File: src/rtl/f_ifu_if.sv
// Fetch-unit bus: D-stage redirect inputs, IM word, and the PC / F-D register outputs.
interface f_ifu_if;
    logic        stall;
    logic [31:0] f_instr;
    logic [31:0] d_pc;
    logic        d_branch;
    logic        cmp_result;
    logic [1:0]  d_jump_type;
    logic [15:0] d_imm16;
    logic [25:0] d_index26;
    logic [31:0] d_rs_fwd;
    logic [31:0] f_pc;
    logic [31:0] fd_instr;
    logic [31:0] fd_pc;
    logic        redirect;

    modport master (
        output stall, f_instr, d_pc, d_branch, cmp_result, d_jump_type,
               d_imm16, d_index26, d_rs_fwd,
        input  f_pc, fd_instr, fd_pc, redirect
    );

    modport slave (
        input  stall, f_instr, d_pc, d_branch, cmp_result, d_jump_type,
               d_imm16, d_index26, d_rs_fwd,
        output f_pc, fd_instr, fd_pc, redirect
    );
endinterface

File: src/rtl/f_ifu.sv
// MIPS fetch stage: PC register, next-PC selection from D-stage redirects, F/D register.
// Branch delay slot is architectural: nothing is flushed here.
module f_ifu #(
    parameter logic [31:0] RESET_PC = 32'h0000_3000
) (
    input  logic    clk,
    input  logic    reset,
    f_ifu_if.slave  bus
);
    localparam int unsigned XLEN = 32;

    typedef enum logic [1:0] {
        JT_NONE = 2'b00,
        JT_J    = 2'b01,
        JT_JR   = 2'b10,
        JT_RSVD = 2'b11
    } jump_type_e;

    logic [XLEN-1:0] pc_q;
    logic [XLEN-1:0] fd_instr_q;
    logic [XLEN-1:0] fd_pc_q;
    logic [XLEN-1:0] next_pc;
    logic [XLEN-1:0] seq_pc;
    logic [XLEN-1:0] d_pc_plus4;
    logic [XLEN-1:0] br_target;
    logic [XLEN-1:0] j_target;
    logic            redirect_c;
    jump_type_e      jt;

    // Redirect targets, all from D-stage fields; arithmetic wraps mod 2^32
    always_comb begin
        jt         = jump_type_e'(bus.d_jump_type);
        seq_pc     = pc_q + XLEN'(4);
        d_pc_plus4 = bus.d_pc + XLEN'(4);
        br_target  = d_pc_plus4 + {{14{bus.d_imm16[15]}}, bus.d_imm16, 2'b00};
        j_target   = {d_pc_plus4[31:28], bus.d_index26, 2'b00};
    end

    // Next-PC priority: stall, jr, j, taken branch, sequential
    always_comb begin
        next_pc    = seq_pc;
        redirect_c = 1'b0;
        if (bus.stall) begin
            next_pc = pc_q;
        end else begin
            unique case (jt)
                JT_JR: begin
                    next_pc    = bus.d_rs_fwd;
                    redirect_c = 1'b1;
                end
                JT_J: begin
                    next_pc    = j_target;
                    redirect_c = 1'b1;
                end
                JT_NONE, JT_RSVD: begin
                    if (bus.d_branch && bus.cmp_result) begin
                        next_pc    = br_target;
                        redirect_c = 1'b1;
                    end
                end
                default: ;
            endcase
        end
    end

    // PC and F/D register; reset contents decode as nop
    always_ff @(posedge clk or posedge reset) begin
        if (reset) begin
            pc_q       <= RESET_PC;
            fd_instr_q <= '0;
            fd_pc_q    <= '0;
        end else if (!bus.stall) begin
            pc_q       <= next_pc;
            fd_instr_q <= bus.f_instr;
            fd_pc_q    <= pc_q;
        end
    end

    assign bus.f_pc     = pc_q;
    assign bus.fd_instr = fd_instr_q;
    assign bus.fd_pc    = fd_pc_q;
    assign bus.redirect = redirect_c;
endmodule

File: src/flat_wrapper.sv
// flat-port wrapper written by rule: the top's interface ports become plain ports
module f_ifu_flat 
#(
    parameter logic [31:0] RESET_PC = 32'h0000_3000
)
  (clk, reset, bus_stall, bus_f_instr, bus_d_pc, bus_d_branch, bus_cmp_result, bus_d_jump_type, bus_d_imm16, bus_d_index26, bus_d_rs_fwd, bus_f_pc, bus_fd_instr, bus_fd_pc, bus_redirect);
  f_ifu_if bus_i ();
  input  logic clk;
  input  logic reset;
  input wire logic [$bits(bus_i.stall)-1:0] bus_stall;
  input wire logic [$bits(bus_i.f_instr)-1:0] bus_f_instr;
  input wire logic [$bits(bus_i.d_pc)-1:0] bus_d_pc;
  input wire logic [$bits(bus_i.d_branch)-1:0] bus_d_branch;
  input wire logic [$bits(bus_i.cmp_result)-1:0] bus_cmp_result;
  input wire logic [$bits(bus_i.d_jump_type)-1:0] bus_d_jump_type;
  input wire logic [$bits(bus_i.d_imm16)-1:0] bus_d_imm16;
  input wire logic [$bits(bus_i.d_index26)-1:0] bus_d_index26;
  input wire logic [$bits(bus_i.d_rs_fwd)-1:0] bus_d_rs_fwd;
  output wire logic [$bits(bus_i.f_pc)-1:0] bus_f_pc;
  output wire logic [$bits(bus_i.fd_instr)-1:0] bus_fd_instr;
  output wire logic [$bits(bus_i.fd_pc)-1:0] bus_fd_pc;
  output wire logic [$bits(bus_i.redirect)-1:0] bus_redirect;
  assign bus_i.stall = bus_stall;
  assign bus_i.f_instr = bus_f_instr;
  assign bus_i.d_pc = bus_d_pc;
  assign bus_i.d_branch = bus_d_branch;
  assign bus_i.cmp_result = bus_cmp_result;
  assign bus_i.d_jump_type = bus_d_jump_type;
  assign bus_i.d_imm16 = bus_d_imm16;
  assign bus_i.d_index26 = bus_d_index26;
  assign bus_i.d_rs_fwd = bus_d_rs_fwd;
  assign bus_f_pc = bus_i.f_pc;
  assign bus_fd_instr = bus_i.fd_instr;
  assign bus_fd_pc = bus_i.fd_pc;
  assign bus_redirect = bus_i.redirect;
  f_ifu #(.RESET_PC(RESET_PC)) u_core (.clk(clk), .reset(reset), .bus(bus_i));
endmodule
File: config.mk
export PLATFORM = sky130hd
export DESIGN_NAME = f_ifu_flat
export DESIGN_NICKNAME = d
export VERILOG_FILES = /design/src/rtl/f_ifu_if.sv /design/src/rtl/f_ifu.sv /design/src/flat_wrapper.sv
export SDC_FILE = /design/constraint.sdc
export NUM_CORES = 1
export LEC_CHECK = 0
export CAP_MARGIN = 20
export CORE_UTILIZATION = 40
export CTS_CLUSTER_SIZE = 30
export DETAILED_ROUTE_END_ITERATION = 8
export PLACE_DENSITY = 0.73
export SLEW_MARGIN = 20
export SYNTH_ARGS = -nofsm -noshare
export SYNTH_HDL_FRONTEND = slang
export SYNTH_SLANG_ARGS = --single-unit
File: constraint.sdc
create_clock -name clk -period 4.9 [get_ports clk]
set_input_delay 0.735 -clock clk [delete_from_list [all_inputs] [get_ports clk]]
set_output_delay 0.735 -clock clk [all_outputs]
set_load 0.01 [all_outputs]
## Yosys cells after proc, flatten, opt, wreduce, memory -nomap -nowiden

Cells that the tools add are included.

| word-level totals | value |
|---|---|
| input bits | 145 |
| bits in registers | 96 |

| operators by class | value |
|---|---|
| muxes and demuxes | 5 |
| eq/ne operators | 3 |
| reductions and logical operators | 4 |
| add/sub/neg operators | 3 |

Operator list:

| operator | number |
|---|---|
| case mux 32 bit (3 select lines) | 1 |
| adder 32 x 3 -> 32 bit, second input constant | 2 |
| adder 32 bit | 1 |
| two-way mux 32 bit | 1 |
| equality test 2 bit, second input constant | 2 |
| OR reduction 2 bit | 2 |
| equality test 2 x 1 -> 1 bit, second input constant | 1 |
| logical NOT 2 bit | 1 |
| two-way mux 1 bit | 2 |
| case mux 1 bit (2 select lines) | 1 |
| logical AND 1 bit | 1 |

## Logic depth before layout (Yosys ltp)

| depth | value |
|---|---|
| word-level depth | 4 |
| mapped depth | 16 |
| mapped depth without buffers | 16 |

## Worst setup path before layout

No wires, ideal clock.

| timing path | value |
|---|---|
| path kind | input to register |
| start | input port bus_d_pc[6] |
| end | register u_core.pc_q[30], in the netlist u_core.bus.f_pc[30] |
| arrival | 3.413 ns |
| buffers on the path | 0 |
| path slack | 1.365 ns |
| stages | 16 |
| data required time | 4.777 ns |
| library setup time | 0.123 ns |
| path through | and3_1 > and4_4 > nand3_1 > nor2_1 > and2_1 > nand2_1 > xnor2_1 > ha_1 > a21o_1 > a21o_1 > nor3b_1 > a21oi_2 > a211oi_2 > xor2_1 > o221ai_1 > o221a_2 |

| on the way | value |
|---|---|
| cells in the longest elaborated chain, start to end | 4 |

RTL lines:

| what | RTL line | text |
|---|---|---|
| start: declaration | flat_wrapper.sv:12 | `input wire logic [$bits(bus_i.d_pc)-1:0] bus_d_pc;` |
| adder 32 x 3 -> 32 bit * | f_ifu.sv:34 | `d_pc_plus4 = bus.d_pc + XLEN'(4);` |
| adder 32 bit | f_ifu.sv:35 | `br_target = d_pc_plus4 + {{14{bus.d_imm16[15]}}, bus.d_imm16, 2'b00};` |
| two-way mux 32 bit | f_ifu.sv:56 | `if (bus.d_branch && bus.cmp_result) begin` |
| case mux 32 bit (3 select lines) * | f_ifu.sv:46 | `unique case (jt)` |
| end signal: assignment | f_ifu.sv:73 | `pc_q <= next_pc;` |
| end: declaration | f_ifu.sv:19 | `logic [XLEN-1:0] pc_q;` |

Mark *: on every way between the ends. The rest lies on a longest branch, timed or not.
A chain may end at the register's enable or synchronous reset.

## Worst setup path in the final report

| timing path | value |
|---|---|
| start | input port bus_d_pc[5] |
| end | register u_core.pc_q[30], in the netlist u_core.bus.f_pc[30] |

The elaborated chain is that of the path after synthesis.

==> impl_metrics.yaml <==
clocking:
  clock-sinks: 96
  hold_buffers: 0
  insertion_delay_ns: 0.34
  cts_inserted_buffers: 9
  clkSlewWorstSetupHoldPaths_ns: 0.07
  cts-root-buf: "clkbuf_16"
  cts_tree: "done"
  postCtsSetupBuffers: 0
  ctsResizeCount: 0
  htree_levels: 3
  clock_path_buffers: 2
placement:
  numPortBuffers: 241
  place.gp.congestion: 0.887
  post-dp-hpwl_um: 16300
  dpl.cell_count: 1169
final_layout:
  layout_commonest_cell: "clkdlybuf4s50_1"
  drive_above_1_share_pct: 10.9
  final_nets: 1147
  final_cells: 1185
  seq_area_sq_um: 2400
  nFillCells: 1488
  multi_input_area_sq_um: 4190
  area_growth_syn_to_layout_pct: 42.6
  layout_common_cells: "clkdlybuf4s50_1 (240), dfrtp_1 (94), nand2_1 (71)"
  diodes: 0
  utilization_pct: 58.5
worst_setup_path:
  cp_cell_sequence: "clkdlybuf4s50_1 -> and3_1 -> and4_4 -> nand3_1 -> nor2_1 -> and2_1 -> nand2_1 -> xnor2_1 -> ha_1 -> a21o_1 -> a21o_1 -> nor3b_1 -> a21oi_2 -> a211oi_2 -> xor2_1 -> o221ai_1 -> o221a_2"
  reg2reg_depth: 9
  crit_end: "u_core.bus.f_pc[30]$_DFFE_PP0N_"
  crit_fanout: 4
  cp_common_cell: "a21o_1"
  slowest_delay_ns: 0.54
  timing.rr.start: "u_core.bus.f_pc[3]$_DFFE_PP0N_"
  r2r_end: "u_core.bus.f_pc[28]$_DFFE_PP0N_"
  crit_type: "input port to register"
  slowest_stage: "clkdlybuf4s50_1"
  worstPathArrival_ns: 4.32
  cp-start-kind: "input port"
  crit_start: "bus_d_pc[5]"
  rrSetupSlack_ns: 2.39
  worstPathRequired_ns: 5.12
  end_kind: "register"
routing:
  drc: 0
  post_drt_wl_per_cell_um: 17.6
  vias: 6444
  drt-total-wl_um: 20900
  drtAntennaViolNets: 0
  first_pass_iters: 4
  drt_iter0_markers: 282
  via_per_inst: 5.44
synthesis:
  netlist.top_cell.by_area: "dfrtp_1"
  synth-async-reset-ratio_pct: 100
  synth_flop_cell: "dfrtp_1"
  synth_cells: 733
  yosysWarnings: 0
  synthTopCellsByArea: "dfrtp_1 (35%), mux2_2 (9.9%), ha_1 (7.5%), xnor2_1 (5.7%), o21ai_0 (4.2%)"
  synth_nets: 920
  netlist.area_leader.share_pct: 34.6
  seq_area_frac_synth_pct: 35.4
  synth-edff-count: 0
  ys_ff_latch: 96
  syn_avg_cell_area_sq_um: 9.28
  synthesis.area_sq_um: 6800
  synth_cell_types: 57
flow_run:
  max_cap_viol_count: 0
floorplanning:
  io_pins: 242
  coreArea_sq_um: 16600
  rows: 47
  die_w_um: 132
  start_util_pct: 41.0
  die_h_um: 132
  die_area_sq_um: 17500
sta:
  slew_headroom_pct: 44.2
  fmax_ghz: 0.244
  setup_viol: 0
  worst_pin_slew_ns: 0.838
  finalHoldViolCount: 0
  rsz0062_at_grt: "false"
  setup_tns_ns: 0
  skew_ns: 0.00728
  finalCritPeriodShare_pct: 83.6
  finalMaxSlewViolations: 0
  whs_ns: 0.488
  min_period_ns: 4.10
run_status:
  status: "completed"
grt:
  grt_max_degree: 68
  grt_pass1_wl_um: 32900
  first_global_vias: 6079
  antenna_found_initial: 0
  overflow: 0
  grt_use_total_pct: 23.8
hold_path:
  hold_class: "register to register"
power:
  vdd_drop_max_mv: 0.169
  p_per_area_nw_per_um2: 277
  power_leakage_nw: 3.95
logic make-up (layout without fill, tap and decap cells):
group           after synthesis  count (layout)  synth area share (%)
flops                        96              96                  35.4
xor+xnor                     76              76                  9.79
buf+inv                      53             285                  2.98
simple gates                208             208                  15.1
compound gates              198             198                  19.0
mux                          60              60                  9.94
fa+ha+maj                    42              42                  7.84
per-stage QoR:
stage                     cell area [sq um]  power (mW)  setup slack, ns
after floorplan                        6800        1.52             1.36
after global placement                 9420        2.02            0.505
after global routing                   9700        2.83            0.457
final                                  9700        2.69            0.801
after CTS                              9700        2.70            0.764
after detailed placement               9420        2.04            0.433
per-layer routing:
| layer | track usage [%] | up-vias | routed length [um] | share of wire (%) |
|---|---|---|---|---|
| met5 | 0 | - | 0 | 0 |
| met4 | 6.64 | 0 | 306 | 1.5 |
| met2 | 39.3 | 252 | 9800 | 47 |
| met3 | 3.11 | 18 | 1310 | 6.3 |
| met1 | 32.6 | 3039 | 9500 | 45 |
| li1 | - | 3135 | - | - |
synth_stat cells (12+ instances only):
cell	number
dfrtp_1	94
nand2_1	71
mux2_2	60
o21ai_0	57
a21oi_1	56
xnor2_1	44
nor2_1	42
ha_1	41
xor2_1	32
nand3_1	29
clkbuf_1	27
inv_1	20
nand4_1	19
a21o_1	15
a221oi_1	12
and3_1	12
report_power, final:
group	switching, mW	internal, mW
registers	0.123	0.915
logic	0.438	0.547
clock network	0.316	0.349
layout make-up:
class                      count  share of cell area (%)
tap                          220                    2.84
inverter                      20                   0.800
sequential                    96                    24.8
timing repair buffer         249                    25.5
clock inverter                 7                   0.568
clock buffer                   9                    2.32
multi-input combinational    584                    43.2
sequential cells by signal, summed over array words and instances, names as in the netlist:
register and cells:
u_core.bus.f_pc 32, u_core.bus.fd_instr 32, u_core.bus.fd_pc 32
worst max-delay path: cells and delay by family:
family | cells | cell delay, ns
AOI/OAI and AO/OA | 6 | 0.95
xor gates and xnor gates | 2 | 0.37
adders and majority gates | 1 | 0.28
buffers and inverters | 1 | 0.54
and+or+nand+nor | 7 | 1.45
worst min path at each step:
stage,start,end,cells past startpoint
2_1_floorplan,u_core.bus.fd_pc[12]$_DFFE_PP0N_,u_core.bus.fd_pc[12]$_DFFE_PP0N_,2
3_3_place_gp,u_core.bus.fd_pc[31]$_DFFE_PP0N_,u_core.bus.fd_pc[31]$_DFFE_PP0N_,2
3_5_place_dp,u_core.bus.fd_pc[12]$_DFFE_PP0N_,u_core.bus.fd_pc[12]$_DFFE_PP0N_,2
4_1_cts,u_core.bus.fd_pc[12]$_DFFE_PP0N_,u_core.bus.fd_pc[12]$_DFFE_PP0N_,2
5_1_grt,u_core.bus.fd_instr[10]$_DFFE_PP0N_,u_core.bus.fd_instr[10]$_DFFE_PP0N_,1
6_report,u_core.bus.fd_pc[12]$_DFFE_PP0N_,u_core.bus.fd_pc[12]$_DFFE_PP0N_,2
(Power assumes the default switching activity.)
